[src/rtl/regfile_write_arbiter.sv]
// Round-robin arbiter sharing the register-file write port between ALU (0) and load (1) writeback.
// Requesters may hold the port for multi-beat bursts; writes to R0 are dropped.
module regfile_write_arbiter #(
   parameter int DATA_W = 16,
   parameter int ADDR_W = 3
) (
   input  logic              Clk,
   input  logic              reset,
   input  logic              Req0,
   input  logic [ADDR_W-1:0] Addr0,
   input  logic [DATA_W-1:0] Data0,
   input  logic              Last0,
   output logic              Gnt0,
   input  logic              Req1,
   input  logic [ADDR_W-1:0] Addr1,
   input  logic [DATA_W-1:0] Data1,
   input  logic              Last1,
   output logic              Gnt1,
   output logic              RegWrite,
   output logic [ADDR_W-1:0] WriteAddr,
   output logic [DATA_W-1:0] WriteData,
   output logic              Busy,
   output logic [1:0]        dbg_state
);

   typedef enum logic [1:0] {
      IDLE = 2'd0,
      OWN0 = 2'd1,
      OWN1 = 2'd2
   } state_t;

   state_t              state;
   logic                prio;
   logic                acc;
   logic                acc_last;
   logic [ADDR_W-1:0]   acc_addr;
   logic [DATA_W-1:0]   acc_data;

   // Handshake: a beat transfers in any cycle where Reqx and Gntx are both high;
   // the requester holds Req/Addr/Data/Last stable until that cycle.
   // Grants depend only on state, Prio and Req, never on Last.
   always_comb begin
      Gnt0 = 1'b0;
      Gnt1 = 1'b0;
      if (!reset) begin
         case (state)
            IDLE: begin
               if (Req0 && Req1) begin
                  Gnt0 = ~prio;
                  Gnt1 = prio;
               end else begin
                  Gnt0 = Req0;
                  Gnt1 = Req1;
               end
            end
            OWN0:    Gnt0 = Req0;
            OWN1:    Gnt1 = Req1;
            default: begin
               Gnt0 = 1'b0;
               Gnt1 = 1'b0;
            end
         endcase
      end
   end

   assign acc      = Gnt0 | Gnt1;
   assign acc_last = Gnt1 ? Last1 : Last0;
   assign acc_addr = Gnt1 ? Addr1 : Addr0;
   assign acc_data = Gnt1 ? Data1 : Data0;

   always_ff @(posedge Clk) begin
      if (reset) begin
         state     <= IDLE;
         prio      <= 1'b0;
         RegWrite  <= 1'b0;
         WriteAddr <= '0;
         WriteData <= '0;
      end else begin
         // R0 beats still complete the handshake but never reach the register file.
         if (acc && (acc_addr != '0)) begin
            RegWrite  <= 1'b1;
            WriteAddr <= acc_addr;
            WriteData <= acc_data;
         end else begin
            RegWrite  <= 1'b0;
         end

         if (acc) begin
            if (acc_last) begin
               state <= IDLE;
               prio  <= Gnt0;
            end else begin
               state <= Gnt0 ? OWN0 : OWN1;
            end
         end
      end
   end

   assign Busy      = (state != IDLE);
   assign dbg_state = state;

endmodule

[config.mk]
export PLATFORM = sky130hd
export DESIGN_NAME = regfile_write_arbiter
export DESIGN_NICKNAME = d
export VERILOG_FILES = /design/src/rtl/regfile_write_arbiter.sv
export SDC_FILE = /design/constraint.sdc
export NUM_CORES = 1
export LEC_CHECK = 0
export CAP_MARGIN = 20
export CORE_ASPECT_RATIO = 0.8
export CORE_MARGIN = 10
export CORE_UTILIZATION = 38
export DETAILED_ROUTE_END_ITERATION = 8
export GPL_TIMING_DRIVEN = 1
export PLACE_DENSITY = 0.87
export REMOVE_ABC_BUFFERS = 1
export SYNTH_ARGS = -nofsm -noshare
export SYNTH_HDL_FRONTEND = slang
export SYNTH_SLANG_ARGS = --single-unit
[constraint.sdc]
create_clock -name Clk -period 1.66 [get_ports Clk]
set_input_delay 0.332 -clock Clk [delete_from_list [all_inputs] [get_ports Clk]]
set_output_delay 0.332 -clock Clk [all_outputs]
set_load 0.005 [all_outputs]
==> results of run 1 <==
## stage by stage
| step | TNS, ps | power, uW | utilization (%) | worst slack, ps | instances |
|---|---|---|---|---|---|
| after global routing | -21.36 | 1714 | 73.32 | -11.48 | 265 |
| after floorplan | 0 | 875.3 | - | 138.9 | 124 |
| after CTS | -71.78 | 1601 | 71.41 | -71.78 | 266 |
| final | 0 | 1631 | 73.32 | 44.05 | 265 |
| after global placement | -8785 | 1207 | 67.64 | -469.4 | 255 |
| after detailed placement | -9856 | 1225 | 67.64 | -510.6 | 255 |
## synth_stat cells
cell,count
a311oi_1,6
dfxtp_1,23
buf_4,1
clkbuf_1,2
nand2_4,2
o221ai_1,1
nand3b_1,1
nor3_1,7
nand2_1,35
buf_2,4
nor3_2,10
nor2b_1,2
a21oi_1,5
a311oi_2,10
o311ai_2,1
nand2b_1,1
inv_1,2
buf_6,2
o311a_2,1
or3b_4,1
nor3b_2,1
nor3b_4,1
inv_2,1
or2_2,1
or3_1,1
nor2_1,2
o21ai_0,1
and3_1,1
nand3_1,3
a22oi_1,3
a31o_2,1
## cell families (layout without fill, tap and decap cells)
family | Yosys count | after routing | share of synthesized area (%)
flops | 23 | 23 | 37.47
simple gates | 69 | 71 | 32.49
compound gates | 29 | 29 | 24.44
buf+inv | 12 | 102 | 5.601
## area by class of cell
cell class	instances	share of cell area [%]
repair buffers	95	40.32
well taps	40	2.212
clock buffers	4	1.991
inverters	3	0.4978
multi-input cells	100	34.35
flip-flops and latches	23	20.63
## what timing repair did
item	in CTS	in global routing
setup endpoints to repair	23	18
gates cloned	1	1
gates resized for setup	16	20
hold buffers	0	0
pin swaps	4	10
setup buffers	6	0
## layer usage
metal	global-route usage (%)	vias to the layer above	routed length, um
met2	25.83	80	2271
met3	5.606	2	495
li1	-	673	-
met1	17.12	661	1966
met4	2.783	0	21
met5	0	-	0
## how the worst min path moves through the flow
stage                                    from                         end  cells past startpoint
global placement    WriteAddr[0]$_SDFFE_PP0P_   WriteAddr[0]$_SDFFE_PP0P_                      2
floorplan                               reset  WriteData[10]$_SDFFE_PP0P_                      1
CTS                         prio$_SDFFE_PP0P_           prio$_SDFFE_PP0P_                      2
global route                prio$_SDFFE_PP0P_           prio$_SDFFE_PP0P_                      2
detailed placement  WriteAddr[2]$_SDFFE_PP0P_   WriteAddr[2]$_SDFFE_PP0P_                      2
finish                      prio$_SDFFE_PP0P_           prio$_SDFFE_PP0P_                      2
## power groups by stage
stage	registers [uW]	logic (uW)	clock network, uW
2_1_floorplan	664	211	0
3_3_place_gp	660	547	0
3_5_place_dp	664	561	0
4_1_cts	653	585	362
5_1_grt	667	661	386
6_report	660	616	355
## flip-flops by register name (all words and copies together) (netlist names)
name       flops
WriteData     16
WriteAddr      3
dbg_state      2
RegWrite       1
prio           1
## critical path, stage by stage, from the launching register on
cell and delay [ps]:
dfxtp_4 370, or3b_4 430, nand2_4 70, inv_2 30
clkbuf_2 110
==> impl_metrics.json, run 1 <==
{
  "cts-root-buf": "clkbuf_8",
  "wl_per_cell_um": 17.95,
  "p_seq_share_pct": 40.5,
  "overflow": 0,
  "io_buffers": 68,
  "synth_top_area_share_pct": 37.47,
  "cts.sinks": 23,
  "r2r_start": "dbg_state[1]$_SDFFE_PP0P_",
  "critPathKind": "flop to primary output",
  "design_area_sq_mm": 0.002262,
  "power.leakage_uw": 0.0008777,
  "rsz0062_at_grt": "yes",
  "yosysSeqAreaShare_pct": 37.47,
  "fp.dieArea_sq_mm": 0.005922,
  "final_common_cell": "clkdlybuf4s50_1",
  "routed_wl_mm": 4.756,
  "path_clk_slew_ps": 80,
  "syn_area_per_cell_sq_um": 9.238,
  "final_cell_mix": "clkdlybuf4s50_1 (62), nand2_1 (35), buf_4 (21), dfxtp_1 (20), nor3_2 (11)",
  "insertion_delay_ps": 270,
  "synth_area_leaders": "dfxtp_1 (37%), a311oi_2 (12%), nand2_1 (11%)",
  "fin_crit_sh_pct": 97.35,
  "yosysTopAreaCell": "dfxtp_1",
  "nNetsFinal": 270,
  "worstSetupEndpoint": "Gnt1",
  "fin_worst_skew_ps": 2.492,
  "die_x_um": 83.58,
  "slew-limit-headroom_pct": 72.10,
  "antenna_found_initial": 0,
  "critical_path_arrival_ps": 1280,
  "grt_pass1_vias": 1494,
  "switching_share_pct": 29.25,
  "gp_congestion": 0.8531,
  "critPathLaunch": "dbg_state[1]$_SDFFE_PP0P_",
  "coreArea_sq_mm": 0.003085,
  "drive_gt1_share_pct": 33.33,
  "r2r-end": "WriteData[12]$_SDFFE_PP0P_",
  "ys_ff_latch": 23,
  "power_frac_clock_pct": 21.8,
  "grt_pass1_wl_mm": 7.403,
  "setup_violations": 0,
  "tightest_slew_ps": 417.5,
  "synthCells": 133,
  "dp_hpwl_mm": 3.402,
  "grt_max_degree": 22,
  "seqCellArea_sq_um": 466.7,
  "multiInputGateArea_sq_um": 777.0,
  "synth_cell_types": 31,
  "crit_fanout": 3,
  "drv_slew": 0,
  "drtPass1Iterations": 4,
  "n_antenna_cell": 0,
  "synth_warnings": 0,
  "intPower_uw": 1154,
  "tritoncts": "built",
  "p_switching_uw": 477.0,
  "rr_worst_depth": 6,
  "ant_nets": 0,
  "fmax_ghz": 0.6188,
  "grt_util_all_layers_pct": 14.85,
  "cp-start-kind": "flop",
  "via_per_inst": 5.343,
  "start_util_pct": 39.82,
  "num_rows": 18,
  "drt_iter0_markers": 93,
  "r2r_slack_ps": 50,
  "p_comb_share_pct": 37.7,
  "crit_path_end_kind": "primary output",
  "cts_htree_levels": 1,
  "cts_made_buffers": 3,
  "die_h_um": 70.86,
  "hold_class": "flop to flop",
  "synth_area_sq_mm": 0.001229,
  "fill_cells": 210,
  "cts_buffer_depth": 2,
  "whs_ps": 485.9,
  "max_cap_violations": 0,
  "num_vias": 1416,
  "post_dp_cell_area_sq_mm": 0.002087,
  "io_pins": 69,
  "p_per_area_mw_per_mm2": 721.0,
  "peakVddDrop_mv": 0.4505,
  "critPathRequiredTime_ps": 1330,
  "syn_to_final_growth_pct": 84.11,
  "hold_viol": 0,
  "status": "completed",
  "post-route-min-period_ps": 1616,
  "remaining_drc_errors": 0
}
Power figures use the tool's default switching activity.
==> run 2: changes to the inputs <==
Settings changed: CORE_UTILIZATION 38 to 34, HOLD_SLACK_MARGIN set to 0.05, PLACE_DENSITY 0.87 to 0.75.
Clock period 1.66 ns to 1.4 ns, I/O delays scaled along.
==> impl_metrics.json, run 2 (synthesized netlist as in run 1, its figures left out) <==
{
  "status": "finished with violations",
  "failed_checks": "setup timing",
  "critPathKind": "flop to flop",
  "cts_hold_buf": 0,
  "insertion_delay_ps": 260,
  "fp.dieArea_sq_mm": 0.006433,
  "grt_util_all_layers_pct": 14.11,
  "r2r_slack_ps": -220,
  "gp_congestion": 0.7902,
  "dp_hpwl_mm": 3.345,
  "n_antenna_cell": 0,
  "drive_gt1_share_pct": 41.92,
  "die_x_um": 87.21,
  "io_buffers": 68,
  "final_common_cell": "clkdlybuf4s50_1",
  "critPathBufInv": 2,
  "overflow": 0,
  "final_cell_mix": "clkdlybuf4s50_1 (38), nand2_1 (35), dlygate4sd2_1 (21), buf_4 (18), dfxtp_1 (14)",
  "design_area_sq_mm": 0.002397,
  "crit_family": "simple AND/OR/NAND/NOR gates",
  "cpMostUsedCell": "buf_6",
  "rr_worst_depth": 6,
  "critical_path_arrival_ps": 1780,
  "pre_cts_ws_ps": -702.0,
  "worstPathCellList": "or3b_4 -> buf_6 -> o311ai_4 -> nand2_2 -> buf_6 -> a311oi_4",
  "max_stage_delay_ps": 420,
  "wl_per_cell_um": 18.65,
  "post-route-min-period_ps": 1615,
  "hold_path_startpoint": "WriteAddr[1]$_SDFFE_PP0P_",
  "grt_pass1_vias": 1449,
  "die_h_um": 73.77,
  "num_rows": 19,
  "num_vias": 1439,
  "placed_cells": 253,
  "syn_to_final_growth_pct": 95.11,
  "routed_wl_mm": 5.055,
  "cp-start-kind": "flop",
  "cts_made_buffers": 3,
  "r2r_start": "prio$_SDFFE_PP0P_",
  "via_per_inst": 5.310,
  "hold_path_depth": 2,
  "fin_crit_sh_pct": 115.4,
  "p_per_area_mw_per_mm2": 819.3,
  "nNetsFinal": 274,
  "crit_path_end_kind": "flop",
  "drtPass1Iterations": 4,
  "cts.sinks": 23,
  "grt_max_degree": 22,
  "slowest_stage": "or3b_4",
  "path_clk_slew_ps": 80,
  "drv_slew": 0,
  "tritoncts": "built",
  "drt_iter0_markers": 112,
  "coreArea_sq_mm": 0.003447,
  "hold_class": "flop to flop",
  "cts-root-buf": "clkbuf_8",
  "slew-limit-headroom_pct": 76.59,
  "io_pins": 69,
  "start_util_pct": 35.64,
  "power.leakage_uw": 0.001054,
  "largest_register_ffs": 16,
  "ant_nets": 0,
  "r2r-end": "WriteData[6]$_SDFFE_PP0P_",
  "worstHoldEndpoint": "WriteAddr[1]$_SDFFE_PP0P_",
  "antenna_found_initial": 0,
  "fill_cells": 237,
  "largest_register": "WriteData",
  "remaining_drc_errors": 0,
  "rsz0062_at_grt": "yes",
  "instances_no_fill": 271,
  "tns_ps": -2329,
  "tightest_slew_ps": 350.3,
  "fmax_ghz": 0.6191,
  "hold_viol": 0,
  "setup_violations": 19,
  "cts_htree_levels": 1,
  "grt_pass1_wl_mm": 7.320,
  "fin_worst_skew_ps": 2.834,
  "cts_buffer_depth": 2,
  "crit_fanout": 4,
  "worst_slack_ps": -215.2,
  "max_cap_violations": 0,
  "post_dp_cell_area_sq_mm": 0.002059,
  "peakVddDrop_mv": 0.5900,
  "critPathRequiredTime_ps": 1570
}
## run 2: cell count changes in the layout (fill, tap and decap cells not counted), moves of 3 or more
cell	before	now
buf_6	4	13
dfxtp_2	2	8
buf_4	21	18
a311oi_1	6	2
dlymetal6s2s_1	0	5
dfxtp_1	20	14
a311oi_2	10	13
clkdlybuf4s50_1	62	38
dlygate4sd2_1	2	21
## run 2: timing repair
| action | in CTS | in global routing |
|---|---|---|
| pin swaps | 13 | 9 |
| gates resized for setup | 68 | 27 |
| cloned | 3 | 0 |
| hold endpoints to repair | 0 | 0 |
| setup endpoints to repair | 42 | 31 |
| buffers inserted | 9 | 5 |
## run 2: worst register-to-register path: cells and delay by family (launching register included)
kind	cells	cell delay, ps
buffers and inverters	2	300
AOI/OAI and AO/OA	2	350
and+or+nand+nor	2	550
DFF	1	330
## run 2: area by class of cell
type	count	area, sq um	area share, %
tap	42	52.55	2.192
inverter	3	13.76	0.5741
multi-input combinational	101	862.1	35.96
clock buffer	4	45.04	1.879
sequential	23	474.2	19.78
timing repair buffer	98	949.7	39.61
## run 2: metal layers
layer | vias to the layer above | track usage, % | share of wire [%]
li1 | 688 | - | -
met1 | 697 | 16.28 | 40
met2 | 50 | 25.10 | 52
met3 | 4 | 4.088 | 7.3
met4 | 0 | 3.180 | 0.75
met5 | - | 0 | 0
## run 2: worst max-delay path by stage
stage                              start                        end  slack (ps)  depth (start not counted)
2_1_floorplan  dbg_state[0]$_SDFFE_PP0P_  WriteData[0]$_SDFFE_PP0P_        -120                          4
3_3_place_gp                        Req0                       Gnt1        -620                          5
3_5_place_dp                       reset  WriteData[4]$_SDFFE_PP0P_        -700                          5
4_1_cts        dbg_state[1]$_SDFFE_PP0P_                       Gnt1        -140                          4
5_1_grt                prio$_SDFFE_PP0P_  WriteData[6]$_SDFFE_PP0P_        -260                          6
6_report               prio$_SDFFE_PP0P_  WriteData[6]$_SDFFE_PP0P_        -220                          6
## run 2: through the flow
step / total power, uW / utilization, % / hold slack, ps
3_5_place_dp: 1441 / 59.75 / 470.1
2_1_floorplan: 1038 / - / 347.9
6_report: 1964 / 69.55 / 476.6
5_1_grt: 2067 / 69.55 / 490.7
4_1_cts: 1907 / 65.74 / 481.9
3_3_place_gp: 1424 / 59.75 / 459.0
## run 2: where the power goes
group,total [uW],leakage [uW],internal [uW],switching [uW]
logic,777,0.000838,440,336
registers,775,0.000193,729,45.8
clock network,413,0.0000228,203,210
total,1960,0.00105,1370,592
==> edit, RTL diff (config.mk and constraints of run 1) <==
Set the parameter `DATA_W` to 14 (it was 16).
--- a/src/rtl/regfile_write_arbiter.sv
+++ b/src/rtl/regfile_write_arbiter.sv
@@ -2,5 +2,5 @@
 // Requesters may hold the port for multi-beat bursts; writes to R0 are dropped.
 module regfile_write_arbiter #(
-   parameter int DATA_W = 16,
+   parameter int DATA_W = 14,
    parameter int ADDR_W = 3
 ) (
Interface: changed (resized Data0, Data1 and WriteData); port bits go from 69 to 63. No check against the original RTL was run, so the function may have changed too.
==> edit against run 1 <==
The run now ends with negative setup slack left; setup slack got worse by 0.075 ns; wire length fell by 1.1%; critical path depth did not move; sequential cell count fell by 2; final area fell by 9.6%; largest power group unchanged; synthesized cell count fell by 7.5%; area after synthesis fell by 6.7%; total power fell by 8.7%; register-to-register slack got worse by 0.07 ns; critical path type is now in -> reg; sequential power fell by 9.1%.
==> edit: results (changes against run 1) <==
stage,metric,value,unit,change
placement,number of cells after detailed placement,230,,was 255
sta,Worst Max-Slew Pin Slew,0.378,ns,was 0.418 ns
worst_hold_path,Hold Crit Depth,2,,unchanged
yosys,number of distinct library cells after synthesis,32,,was 31
final_layout,Filler Cells Inserted,199,,was 210
sta,skew final,0.00469,ns,was 0.00249 ns
status,outcome,"complete, but fails checks",,"was complete, no violations"
status,failing checks,negative setup slack,,
sta,setup violators final,1,,was 0
worst_setup_path,terminus of the critical flop-to-flop path,WriteData[0],,was WriteData[12]
global_route,met1 Use GR,16.9,%,was 17.1%
placement,Setup Slack @ Placement,-0.529,ns,was -0.511 ns
worst_setup_path,flop2flop setup slack,-0.02,ns,was 0.05 ns
final_layout,Largest register FFs,14,,was 16
pwr,Pleak,0.796,nW,was 0.878 nW
sta,hold_ws,0.469,ns,was 0.486 ns
yosys,sequential cell area fraction in the yosys report,36.7,%,was 37.5%
clock_tree,clk buf depth,2,,unchanged
placement,GP Congestion,0.812,,was 0.853
global_route,GRT Util Overall,15.5,%,was 14.9%
clock_tree,clk_lat worst skew,0.26,ns,
final_layout,"non-filler cells, final",237,,was 265
final_layout,diodes inserted,0,,unchanged
yosys,Most used DFF post-synth,dfxtp_1,,unchanged
clock_tree,Post-CTS Hold Buffers,0,,unchanged
worst_hold_path,Hold Crit Start,prio,,unchanged
global_route,first-pass GRT wire length,6990,microns,was 7400 microns
global_route,met2 usage,27.8,%,was 25.8%
drt,via count,1304,,was 1416
worst_hold_path,WHS Endpoint,prio,,unchanged
drt,final WL,4700,microns,was 4760 microns
worst_setup_path,crit-path max FO,8,,was 3
final_layout,layout cells sized above 1,31.7,%,was 33.3%
worst_setup_path,R2R Path Start,prio,,was dbg_state[1]
yosys,cells after synthesis,123,,was 133
placement,number of buffers added on ports,62,,was 68
global_route,met3 global-route usage,3.62,%,was 5.61%
global_route,initial antenna violation count,0,,unchanged
yosys,synth top area cells,"dfxtp_1 37%, a311oi_2 13%, nand2_1 10%, nor3_2 8.7%, a311oi_1 3.1%",,"was dfxtp_1 37%, a311oi_2 12%, nand2_1 11%, nor3_2 8.1%, a311oi_1 4.3%"
clock_tree,Clock transition at path regs,0.07,ns,
sta,setup TNS,-0.0314,ns,was 0 ns
final_layout,largest register by flop count,WriteData,,unchanged
worst_setup_path,Slowest cell on crit path,clkdlybuf4s50_1,,was or3b_4
yosys,Ys Warns,0,,unchanged
placement,DP Wirelength,3300,microns,was 3400 microns
sta,"Worst Setup Slack, final",-0.0314,ns,was 0.0441 ns
global_route,largest net degree at the start of global routing,20,,was 22
drt,Detailed Route Iter0 Violations,72,,was 93
yosys,synth cell count leaders,"31 x nand2_1, 21 x dfxtp_1, 10 x a311oi_2, 10 x nor3_2",,"was 35 x nand2_1, 23 x dfxtp_1, 10 x a311oi_2, 10 x nor3_2, 7 x nor3_1"
pwr,VDD IR max,414,uV,was 451 uV
clock_tree,CTS buffer count,3,,unchanged
worst_setup_path,R2R cell count,5,,was 6
worst_setup_path,CP Data Arrival Time,1.83,ns,was 1.28 ns
worst_setup_path,Crit path largest cell delay,0.57,ns,was 0.43 ns
## edit: cell type report
cell class	instances	area share [%]
multi-input cells	92	37.4
repair buffers	79	36.7
flip-flops and latches	21	20.9
well taps	38	2.32
clock buffers	4	2.20
inverters	3	0.550
## edit: timing repair
action                     4_1_cts  5_1_grt
buffers inserted                 1        1
gates resized for setup         16       15
gates cloned                     1        1
pin swaps                        1        4
setup endpoints to repair       19       14
## edit: worst max path at each step
stage                            start  slack (ns)            end
after floorplan           dbg_state[0]        0.18   WriteData[0]
after detailed placement         reset       -0.53  WriteData[11]
after global routing          Addr1[0]       -0.07   WriteData[0]
after CTS                     Addr0[0]       0.009  WriteData[11]
final                         Addr1[0]       -0.03   WriteData[0]
after global placement            Req0       -0.45           Gnt1
## edit: kinds of logic (layout without fill, tap and decap cells)
group / after synthesis / in the layout / synth area share (%)
buffers and inverters: 12 / 86 / 6.00
and+or+nand+nor: 63 / 64 / 32.6
DFF: 21 / 21 / 36.7
AOI/OAI and AO/OA: 27 / 28 / 24.7
## edit: worst max-delay path: cells and delay by family
kind / cells / cell delay (ns)
buf+inv: 1 / 0.57
compound gates: 2 / 0.75
simple gates: 1 / 0.18
## edit: per-stage QoR
stage	power (mW)	cell area [sq um]	utilization, %
2_1_floorplan	0.804	1090	-
3_3_place_gp	1.10	1890	66.8
3_5_place_dp	1.12	1890	66.8
4_1_cts	1.46	1980	70.1
5_1_grt	1.56	2050	72.3
6_report	1.49	2050	72.3
## edit: layer usage
metal  vias to the layer above  share of wire (%)
met1                       643                 38
met4                         0                3.0
li1                        609                  -
met5                         -                  0
met2                        40                 54
met3                        12                5.0
## edit: power breakdown
group	internal, mW	leakage, nW	switching (mW)	total, mW
logic	0.320	0.598	0.237	0.557
registers	0.558	0.175	0.0413	0.600
clock network	0.171	0.0228	0.162	0.333
